<file path="config.mk">
export PLATFORM = sky130hd
export DESIGN_NAME = mips_mc_control
export DESIGN_NICKNAME = d
export VERILOG_FILES = /design/src/rtl/mips_mc_control.sv
export SDC_FILE = /design/constraint.sdc
export NUM_CORES = 1
export LEC_CHECK = 0
export ABC_AREA = 1
export BUFFER_PORTS_ARGS = -buffer_cell sky130_fd_sc_hd__buf_2
export CORE_AREA = 2 2 39 41
export CTS_BUF_LIST = sky130_fd_sc_hd__clkbuf_8
export CTS_CLUSTER_DIAMETER = 80
export DETAILED_ROUTE_END_ITERATION = 7
export DIE_AREA = 0 0 41 43
export PLACE_DENSITY = 0.68
export SETUP_SLACK_MARGIN = 0.5
export SLEW_MARGIN = 10
export SYNTH_ARGS = -nofsm -noshare
export SYNTH_HDL_FRONTEND = slang
export SYNTH_SLANG_ARGS = --single-unit
</file>
<file path="constraint.sdc">
create_clock -name Clk -period 1.19 [get_ports Clk]
set_clock_uncertainty 0.05 [all_clocks]
set_input_delay 0.1785 -clock Clk [delete_from_list [all_inputs] [get_ports Clk]]
set_output_delay 0.1785 -clock Clk [all_outputs]
set_load 0.05 [all_outputs]
</file>
<file path="src/rtl/mips_mc_control.sv">
// Multicycle MIPS main control: Moore FSM driving every datapath enable and mux
// select. Outputs depend only on state (plus Zero for PCEn) and are held low in reset.
module mips_mc_control #(
  parameter int STATE_W = 4
) (
  input  logic               Clk,
  input  logic               Reset,
  input  logic [5:0]         Op,
  input  logic               Zero,
  output logic               IorD,
  output logic               MemWrite,
  output logic               IRWrite,
  output logic               RegDst,
  output logic               MemtoReg,
  output logic               RegWrite,
  output logic               ALUSrcA,
  output logic [1:0]         ALUSrcB,
  output logic [1:0]         ALUOp,
  output logic [1:0]         PCSrc,
  output logic               PCEn,
  output logic               Illegal,
  output logic [STATE_W-1:0] State
);

  localparam logic [5:0] OP_RTYPE = 6'h00;
  localparam logic [5:0] OP_J     = 6'h02;
  localparam logic [5:0] OP_BEQ   = 6'h04;
  localparam logic [5:0] OP_ADDI  = 6'h08;
  localparam logic [5:0] OP_LW    = 6'h23;
  localparam logic [5:0] OP_SW    = 6'h2B;

  typedef enum logic [STATE_W-1:0] {
    FETCH   = 0,
    DECODE  = 1,
    MEMADR  = 2,
    MEMRD   = 3,
    MEMWB   = 4,
    MEMWR   = 5,
    EXECUTE = 6,
    ALUWB   = 7,
    BRANCH  = 8,
    ADDIEX  = 9,
    ADDIWB  = 10,
    JUMP    = 11,
    ILLEGAL = 12
  } state_t;

  state_t     state_q, state_d;
  logic       iord, memwrite, irwrite, regdst, memtoreg, regwrite, alusrca;
  logic [1:0] alusrcb, aluop, pcsrc;
  logic       pcwrite, branch, illegal;

  always_ff @(posedge Clk or posedge Reset) begin
    if (Reset) state_q <= FETCH;
    else       state_q <= state_d;
  end

  always_comb begin
    state_d  = FETCH;
    iord     = 1'b0;
    memwrite = 1'b0;
    irwrite  = 1'b0;
    regdst   = 1'b0;
    memtoreg = 1'b0;
    regwrite = 1'b0;
    alusrca  = 1'b0;
    alusrcb  = 2'b00;
    aluop    = 2'b00;
    pcsrc    = 2'b00;
    pcwrite  = 1'b0;
    branch   = 1'b0;
    illegal  = 1'b0;
    case (state_q)
      FETCH: begin
        irwrite = 1'b1;
        pcwrite = 1'b1;
        alusrcb = 2'b01;
        state_d = DECODE;
      end
      DECODE: begin
        alusrcb = 2'b11;
        case (Op)
          OP_LW, OP_SW: state_d = MEMADR;
          OP_RTYPE:     state_d = EXECUTE;
          OP_BEQ:       state_d = BRANCH;
          OP_ADDI:      state_d = ADDIEX;
          OP_J:         state_d = JUMP;
          default:      state_d = ILLEGAL;
        endcase
      end
      MEMADR: begin
        alusrca = 1'b1;
        alusrcb = 2'b10;
        state_d = (Op == OP_LW) ? MEMRD : MEMWR;
      end
      MEMRD: begin
        iord    = 1'b1;
        state_d = MEMWB;
      end
      MEMWB: begin
        memtoreg = 1'b1;
        regwrite = 1'b1;
      end
      MEMWR: begin
        iord     = 1'b1;
        memwrite = 1'b1;
      end
      EXECUTE: begin
        alusrca = 1'b1;
        aluop   = 2'b10;
        state_d = ALUWB;
      end
      ALUWB: begin
        regdst   = 1'b1;
        regwrite = 1'b1;
      end
      BRANCH: begin
        alusrca = 1'b1;
        aluop   = 2'b01;
        pcsrc   = 2'b01;
        branch  = 1'b1;
      end
      ADDIEX: begin
        alusrca = 1'b1;
        alusrcb = 2'b10;
        state_d = ADDIWB;
      end
      ADDIWB:  regwrite = 1'b1;
      JUMP: begin
        pcsrc   = 2'b10;
        pcwrite = 1'b1;
      end
      ILLEGAL: illegal = 1'b1;
      default: state_d = FETCH;
    endcase
  end

  // Reset masks every output combinationally so no enable can pulse while it is held.
  assign {IorD, MemWrite, IRWrite, RegDst, MemtoReg, RegWrite, ALUSrcA,
          ALUSrcB, ALUOp, PCSrc, PCEn, Illegal} =
    Reset ? '0 : {iord, memwrite, irwrite, regdst, memtoreg, regwrite, alusrca,
                  alusrcb, aluop, pcsrc, pcwrite | (branch & Zero), illegal};

  assign State = state_q;

endmodule

</file>
# == Word level (Yosys, flattened, before mapping) ==
# Index checks and enable logic that the tools add are counted.
# classes
n_eq_ne,17
mux,17
n_bitwise,2
reduce_logical,8
# op_table
cell,count
$pmux W4 S6,1
$eq A4 B4 Y1 const B,5
$pmux W4 S5,1
$eq A4 B3 Y1 const B,4
$mux W15,1
$eq A6 B6 Y1 const B,2
$mux W1,10
$eq A4 B2 Y1 const B,2
$pmux W2 S2,2
$reduce_or A2 Y1,4
$eq A6 B2 Y1 const B,1
$eq A6 B3 Y1 const B,1
$eq A6 B4 Y1 const B,1
$logic_not A6 Y1,1
$pmux W2 S3,1
$eq A4 B1 Y1 const B,1
$logic_not A4 Y1,1
$reduce_or A4 Y1,1
$mux W3,1
$reduce_or A3 Y1,1
$and A1 B1 Y1,1
$or A1 B1 Y1,1
# totals
register_bits,4
inputBits,9
output_inout_bits,19
wordCells,45

# == Depth between registers and ports, before layout ==
# Gate-level depths: netlist of the first run.
# depth
depth_word,5
depth_mapped,7
ltp_nobuf,7

# == Worst setup path after synthesis of the first run ==
# No wires, ideal clock.
# synth_timing
path_kind,flip-flop to output port
startpoint,register state_q[1] (netlist: State[1])
endpoint,output port Illegal
arrival_ns,2.395
required_ns,0.961
slack_ns,-1.433
stages_incl_launch_ff,4
path_buffers,0
path_cell_list,dfrtp_1 nor2_1 inv_1 nor4_1
# synth_via
elab_chain_cells,3
# synth_lines
element,line,text
start: declaration,48,"state_t state_q, state_d;"
start signal: assignment,55,else state_q <= state_d;
$eq A4 B4 Y1,73,case (state_q)
$mux W1,73,
$mux W15,141,"Reset ? '0 : {iord, memwrite, irwrite, regdst, memtoreg, regwrite, alusrca,"
end: declaration,21,"output logic Illegal,"
# Every way passes these cells.

# == Worst setup path in the final report of the first run ==
# layout_timing
startpoint,register state_q[2] (netlist: State[2])
endpoint,output port ALUSrcA
# layout_via
elab_chain_cells,4
elab_cells_between_ends,7
# layout_lines
element,line,text
$eq A4 B4 Y1 (tied with other cells),73,
$reduce_or A4 Y1 (no source line) *,--,
$mux W1 *,73,
$mux W15 *,141,
end: declaration,16,"output logic ALUSrcA,"
# Every way passes the cells marked *; elsewhere a longest branch is shown, timed or not.

==> results of run 1 <==
==> timing repair <==
action,CTS,global route
endpoints found under the setup margin,23,23
endpoints found under the hold margin,0,0
gates resized for setup,50,22
setup buffers,3,0
pin swaps,6,5
==> critical path, cell delays in order (launching register included) <==
cell	delay, ns
dfrtp_4	0.50
nor2_4	0.22
nand2_1	0.15
nand3_1	0.12
nand2_2	0.08
clkinvlp_4	0.07
buf_6	0.14
==> area by class of cell <==
| type | instances | area (sq um) | share of cell area |
|---|---|---|---|
| tap | 16 | 20.02 | 0.01521 |
| clock buffer | 3 | 41.29 | 0.03137 |
| timing repair buffer | 57 | 573.1 | 0.4354 |
| sequential | 4 | 107.6 | 0.08175 |
| inverter | 17 | 75.07 | 0.05703 |
| multi-input combinational | 65 | 499.2 | 0.3793 |
==> worst max-delay path by stage <==
| stage | startpoint | endpoint | slack [ns] |
|---|---|---|---|
| 2_1_floorplan | State[2] | RegWrite | -0.50 |
| 3_3_place_gp | State[0] | ALUOp[0] | -0.35 |
| 3_5_place_dp | State[2] | ALUSrcA | -0.37 |
| 4_1_cts | State[1] | IRWrite | -0.45 |
| 5_1_grt | State[2] | RegWrite | -0.56 |
| 6_report | State[2] | ALUSrcA | -0.54 |
==> logic make-up after synthesis <==
logic type             count (synthesis)  share of synthesized area
AND/OR/NAND/NOR                       60                     0.5740
buffers and inverters                 18                     0.1402
AO/OA/AOI/OAI                          5                    0.07793
flip-flops                             4                     0.2078
==> metal layers <==
layer,global-route usage,wire length (microns)
met1,0.3651,1216
met2,0.5781,1594
met3,0.06283,122
met4,0.2133,80
met5,0,0
==> layout by cell type, fill, tap and decap left out, drive strengths merged <==
cell / count
nand4: 1
nor2: 26
a21oi: 1
clkinvlp: 1
o22ai: 1
nand2: 19
nor3: 1
a211oi: 1
buf: 57
a31oi: 1
clkbuf: 3
nand3: 11
inv: 16
dfrtp: 4
a21boi: 1
nor4: 1
nand3b: 1
==> power by group through the flow <==
stage	sequential, mW	combinational [mW]	clock, mW
2_1_floorplan	0.505	1.09	0
3_3_place_gp	0.289	2.02	0
3_5_place_dp	0.295	2.05	0
4_1_cts	0.313	2.47	0.309
5_1_grt	0.336	2.91	0.310
6_report	0.329	2.82	0.308
==> metrics by stage <==
step                setup slack (ns)  total power [mW]  hold slack (ns)  instance area, sq um
floorplan                    -0.4967             1.593         -0.05724                 635.6
finish                       -0.5357             3.456           0.2011                  1316
global placement             -0.3489             2.311           0.3593                  1002
CTS                          -0.4527             3.091           0.1362                  1241
global route                 -0.5579             3.557           0.2232                  1316
detailed placement           -0.3676             2.343           0.3607                  1002
==> reports/qor.txt, run 1 <==
YS warnings: 0
Setup TNS: -7.686 ns
Synth Instances: 87
Largest net degree at the start of global routing: 6
Count leader, synth: nor2_1
TritonCTS clock tree: built
Int Pwr: 1.651 mW
Setup repair after global routing missed its margin: true
Initial Utilization: 0.3481
Finished Core Util: 0.9512
Largest register FFs: 4
Max cap viols: 0
Critical R2R Capture: State[2]
Vias in the first global route: 909
Num CTS Buffers: 3
Yosys reg bits: 4
CTS H-Tree Depth: 1
Crit-path max FO: 5
Hold Path Class: primary input to asynchronous set/reset pin
CTS clock-pin slew for the worst setup and hold paths: 0.04 ns
Synth top cells by count: nor2_1, nand2_1, inv_1
Die H: 43 microns
Status: complete, but fails checks
Rows: 14
WL final: 3.013 mm
Count of flip-flops with a built-in enable after synthesis: 0
Placed Cells: 156
GRT Total Usage: 0.3438
Synth area leader: dfrtp_1
Via Count: 876
Sequential cell area fraction in the yosys report: 0.2078
Clock latency at the later pin of the worst-skew pair: 0.23 ns
Total I/O pin count: 28
Layout Cells excl Fill: 162
Final Hold Vio Count: 0
Initial antenna violation count: 0
Syn_area_per_cell: 5.537 sq um
Iter 0 DRT Violations: 46
Fmax: 579.5 MHz
R2R Setup Slk: -0.25 ns
Failing checks: setup timing
Antenna Nets Post-Route: 0
Leakage power: 0.6342 nW
Clk network pwr share: 0.089
Syn-to-layout area delta: 173.2%
Post-layout net count: 157
Worst-margin pin slew: 0.2856 ns
Layout cell share with drive strength beyond 1: 0.7123
FILL cells: 38
CP required: 0.96 ns
# hold bufs at CTS: 0
Crit share post-route: 1.450
Reg2reg start: State[2]
Die footprint: 0.001763 sq mm
DRC Markers: 0
Slew margin rel.: 0.8089
Root Driver: clkbuf_8
Number of port buffers: 27
Antenna diodes: 0
Net Count, Synth: 96
Maximum root-to-sink buffer count: 2
Crit start category: flip-flop
First-pass GRT wire length: 4.008 mm
HPWL after DPL: 1.479 mm
Crit end category: output pin
Reg2reg path depth: 7
Sequential share of power: 0.095
Comb pwr share: 0.815
Gr ovfl total: 0
Core area: 0.001384 sq mm
Type of the worst setup path: flip-flop to output pin
Clk sinks: 4
P_sw: 1.805 mW
Post-synth top area share: 0.2078
Maximum VDD drop: 1.764 mV
Mapped cell area: 481.7 sq um
Final min period: 1.726 ns
Fin. max-slew vios: 0
Vias per inst: 5.407
Yosys cell types: 19
RD Place Congestion: 0.7589
Die Span X: 41 microns
Synth top area cells: dfrtp_1, nor2_1, nand2_1, inv_1, nand3_1
Fin worst setup slack: -0.5357 ns
Pwr/cell area: 2626 mW/mm^2
Switching portion of total power: 0.5223
Top_reg_cell synth: dfrtp_1
Per-cell routed wire length: 18.60 microns
Pre-antenna DRT Iters: 5
Final setup viols: 23
Crit path DAT: 1.50 ns
Ys async rst share: 1.000
No activity file was read; power rests on OpenSTA's default activity.
==> run 2, diff against run 1 <==
Settings changed: CORE_AREA 2 2 39 41 to default, CORE_UTILIZATION from default to 30, DIE_AREA 0 0 41 43 to default, PLACE_DENSITY 0.68 to default.
==> reports/qor.txt, run 2 (synthesis results as in run 1) <==
Status: complete, but fails checks
Failing checks: setup timing
Reg area: 107.6 sq um
Hold Path Class: primary input to asynchronous set/reset pin
First-pass GRT wire length: 4.271 mm
FILL cells: 27
Maximum root-to-sink buffer count: 2
Layout Cells excl Fill: 175
HPWL after DPL: 1.460 mm
Die Span X: 42.07 microns
Per-cell routed wire length: 21.14 microns
Core area: 0.001506 sq mm
DRC Markers: 0
Syn-to-layout area delta: 204.2%
Area occupied by multi-input gates: 529.3 sq um
P_sw: 1.950 mW
Final setup viols: 23
WL final: 3.699 mm
Via Count: 1021
Fin. max-slew vios: 0
Crit path DAT: 1.50 ns
Setup repair after global routing missed its margin: true
Setup TNS: -8.537 ns
Clk network pwr share: 0.076
Clock latency at the later pin of the worst-skew pair: 0.21 ns
Crit end category: output pin
Die H: 42.07 microns
Worst-margin pin slew: 0.2945 ns
Vias per inst: 5.834
RD Place Congestion: 0.8660
Largest register FFs: 4
Layout cell share with drive strength beyond 1: 0.7799
Fmax: 579.2 MHz
Gr ovfl total: 0
Crit share post-route: 1.451
Slew margin rel.: 0.8030
Number of port buffers: 27
Root Driver: clkbuf_8
Comb pwr share: 0.832
Largest net degree at the start of global routing: 9
Final Hold Vio Count: 0
Iter 0 DRT Violations: 48
Pre-antenna DRT Iters: 4
Crit-path max FO: 4
Crit start category: flip-flop
Most frequent cells in the layout: buf_6, buf_4, nor2_4
Post-layout net count: 170
Antenna diodes: 0
Maximum VDD drop: 1.865 mV
Initial Utilization: 0.3198
Final min period: 1.727 ns
Total I/O pin count: 28
Num CTS Buffers: 3
Sequential share of power: 0.092
TritonCTS clock tree: built
Switching portion of total power: 0.5177
Max cap viols: 0
Fin worst setup slack: -0.5366 ns
Placed Cells: 158
Pwr/cell area: 2571 mW/mm^2
CP required: 0.96 ns
Antenna Nets Post-Route: 0
Leakage power: 0.7192 nW
Vias in the first global route: 947
Clk sinks: 4
CTS clock-pin slew for the worst setup and hold paths: 0.03 ns
Rows: 14
CTS H-Tree Depth: 1
Initial antenna violation count: 0
GRT Total Usage: 0.3297
Int Pwr: 1.817 mW
Die footprint: 0.001770 sq mm
Commonest non-fill, non-tap cell in the layout: buf_6
Type of the worst setup path: flip-flop to output pin
Hold slack: 0.01494 ns
## run 2: metal layers
layer	up-vias	track usage	wire length [microns]
li1	413	-	-
met1	455	0.3396	1144
met2	105	0.6156	1806
met3	48	0.06034	366
met4	0	0.1875	381
met5	-	0	0
## run 2: path summary, 6_finish.rpt
check                          from  endpoint  slack, ns  depth (start not counted)
setup / recovery           State[2]  RegWrite      -0.54                          8
hold / removal                Reset  State[3]       0.01                          3
setup reg to reg           State[2]  State[0]      -0.34                          8
hold reg to reg            State[3]  State[0]       0.81                          4
max in group asynchronous     Reset  State[2]       0.87                          4
min in group Clk              Op[4]  State[2]       0.32                          5
## run 2: power by group through the flow
stage / clock, mW / sequential (mW) / combinational (mW)
2_1_floorplan: 0 / 0.505 / 1.09
3_3_place_gp: 0 / 0.302 / 2.01
6_report: 0.286 / 0.346 / 3.14
4_1_cts: 0.292 / 0.324 / 2.76
3_5_place_dp: 0 / 0.308 / 2.03
5_1_grt: 0.292 / 0.347 / 3.22
## run 2: metrics by stage
step,worst slack [ns],util,total power [mW],area (sq um)
after global placement,-0.3106,0.6836,2.317,1030
after global routing,-0.5710,0.9726,3.862,1465
after floorplan,-0.4967,-,1.593,635.6
final,-0.5366,0.9726,3.767,1465
after CTS,-0.4638,0.9153,3.379,1379
after detailed placement,-0.3515,0.6836,2.337,1030
## run 2: layout make-up
cell class | instances | area share
clock buffers | 3 | 0.02818
inverters | 17 | 0.05124
multi-input cells | 65 | 0.3612
flip-flops and latches | 4 | 0.07344
well taps | 16 | 0.01366
repair buffers | 70 | 0.4722
## run 2: critical path, stage by stage, from the launching register on
cell and delay [ns]:
dfrtp_4 0.50, buf_6 0.14, inv_4 0.06, nor2_4 0.04
nand2_4 0.09, nor2_4 0.05, nor2_2 0.15, nand2_2 0.08
buf_6 0.16
## run 2: repair_timing
item	in CTS	in global routing
buffers inserted	9	5
pin swaps	15	16
endpoints found under the hold margin	1	0
endpoints found under the setup margin	23	23
resized for setup	73	14
==> run 3, diff against run 2 <==
Settings changed: ABC_AREA 1 to default.
==> reports/qor.txt, run 3 <==
Top_reg_cell synth: dfrtp_1
Sequential cell area fraction in the yosys report: 0.2000
Largest family of logic cells by synthesized area: simple AND/OR/NAND/NOR gates
GRT Total Usage: 0.2985
Vias in the first global route: 854
Root Driver: clkbuf_8
R2R Setup Slk: -0.33 ns
Crit path DAT: 1.48 ns
Rows: 14
Reg2reg path depth: 5
Synth top area cells: dfrtp_1, nor3_1, nor2_1, buf_2, nor4_1
WL final: 2.889 mm
Clk network pwr share: 0.221
Int Pwr: 0.7795 mW
Maximum VDD drop: 0.8621 mV
Leakage power: 0.5604 nW
First-pass GRT wire length: 4.015 mm
Initial antenna violation count: 0
Syn-to-layout area delta: 176.0%
XOR/XNOR share of the synthesized area: 0.03500
Crit share post-route: 1.436
Fin. max-slew vios: 0
Type of the worst setup path: flip-flop to output pin
CP required: 0.96 ns
Synth area leader: dfrtp_1
Gr ovfl total: 0
Clock latency at the later pin of the worst-skew pair: 0.23 ns
Maximum root-to-sink buffer count: 2
Count leader, synth: nor2_1
Synth top cells by count: nor2_1, nor3_1
Per-cell routed wire length: 20.35 microns
Num CTS Buffers: 3
Ys async rst share: 1.000
Antenna Nets Post-Route: 0
Die footprint: 0.001836 sq mm
Core area: 0.001524 sq mm
Largest register FFs: 4
Clk sinks: 4
Total chip power: 1.397 mW
Max cap viols: 0
Antenna diodes: 0
CTS clock-pin slew for the worst setup and hold paths: 0.04 ns
Total I/O pin count: 28
Synth Instances: 67
Pwr/cell area: 1012 mW/mm^2
Syn_area_per_cell: 7.470 sq um
Simple-Gate Fraction of Synth Area: 0.4125
Post-synthesis mux area share: 0
YS warnings: 0
Largest net degree at the start of global routing: 9
Setup TNS: -7.707 ns
Post-layout net count: 137
Commonest non-fill, non-tap cell in the layout: buf_6
Mapped cell area: 500.5 sq um
Final setup viols: 23
Initial Utilization: 0.3284
Iter 0 DRT Violations: 14
Setup repair after global routing missed its margin: true
Count of flip-flops with a built-in enable after synthesis: 0
Fin worst setup slack: -0.5194 ns
Crit-path max FO: 3
Worst-margin pin slew: 0.5749 ns
Yosys reg bits: 4
Final Hold Vio Count: 0
# hold bufs at CTS: 0
Comb pwr share: 0.659
Yosys cell types: 35
P_sw: 0.6177 mW
Final min period: 1.709 ns
Reg2reg start: State[3]
Critical R2R Capture: State[2]
Die H: 42.85 microns
Crit end category: output pin
Compound-Gate Fraction of Synth Area: 0.2525
Failing checks: setup timing
Post-synth top area share: 0.2000
Hold Path Class: primary input to asynchronous set/reset pin
Fmax: 585.0 MHz
Slew margin rel.: 0.6132
Layout cell share with drive strength beyond 1: 0.8175
Most frequent cells in the layout: buf_6, buf_4, buf_2
Die Span X: 42.85 microns
RD Place Congestion: 0.7901
Pre-antenna DRT Iters: 4
Status: complete, but fails checks
DRC Markers: 0
Net Count, Synth: 76
Switching portion of total power: 0.4421
Synth Area in Adders: 0
FILL cells: 56
Sequential share of power: 0.121
HPWL after DPL: 1.427 mm
Via Count: 817
CTS H-Tree Depth: 1
Number of port buffers: 27
Vias per inst: 5.754
TritonCTS clock tree: built
Crit start category: flip-flop
[run 3: worst max path at each step]
stage                     cells after the start          to  slack [ns]      from
after floorplan                               2  ALUSrcB[1]       -0.59  State[1]
after global placement                        3  ALUSrcB[1]       -0.34  State[0]
after detailed placement                      3  ALUSrcB[1]       -0.35  State[0]
after CTS                                     4     ALUSrcA       -0.49  State[3]
after global routing                          4     ALUSrcA       -0.53  State[3]
final                                         4     ALUSrcA       -0.52  State[3]
[run 3: per-stage QoR]
step,area (sq um),util,instances,worst slack (ns),hold WS [ns]
2_1_floorplan,729.5,-,67,-0.5879,0.2172
3_3_place_gp,1002,0.6576,129,-0.3422,0.2522
3_5_place_dp,1002,0.6576,129,-0.3507,0.2547
4_1_cts,1309,0.8588,139,-0.4854,0.03609
5_1_grt,1381,0.9064,142,-0.5322,0.1416
6_report,1381,0.9064,142,-0.5194,0.1128
[run 3: final cells by class]
| cell class | instances | area [sq um] | share of cell area |
|---|---|---|---|
| multi-input combinational | 53 | 589.3 | 0.4266 |
| sequential | 4 | 105.1 | 0.07609 |
| clock buffer | 3 | 41.29 | 0.02989 |
| tap | 16 | 20.02 | 0.01449 |
| inverter | 4 | 22.52 | 0.01630 |
| timing repair buffer | 62 | 603.1 | 0.4366 |
[run 3: cells by family (layout without fill, tap and decap cells)]
family	after synthesis	count (layout)
AOI/OAI and AO/OA	15	15
xor gates and xnor gates	2	2
buffers and inverters	10	69
DFF	4	4
and+or+nand+nor	36	36
[run 3: layer usage]
metal  global-route usage  part of all wire  vias up
met2               0.5333              0.52       45
li1                     -                 -      367
met5                    0                 0        -
met4              0.08750             0.037        0
met1               0.3438              0.40      391
met3              0.07660             0.040       14
[run 3: repair_timing]
item / in CTS / in global routing
setup endpoints to repair: 23 / 23
buffers inserted: 7 / 3
resized for setup: 64 / 11
pin swaps: 9 / 5
[run 3: power by group through the flow]
stage / Sequential [mW] / Clock, mW / Combinational (mW)
final: 0.169 / 0.308 / 0.920
after global routing: 0.170 / 0.314 / 0.949
after CTS: 0.165 / 0.287 / 0.827
after detailed placement: 0.165 / 0 / 0.651
after global placement: 0.164 / 0 / 0.642
after floorplan: 0.214 / 0 / 0.428
[run 3: critical path, cell delays in order, from the launching register on]
cell,delay (ns)
dfrtp_2,0.41
or3b_4,0.43
o21a_1,0.15
nor2_4,0.10
buf_6,0.16
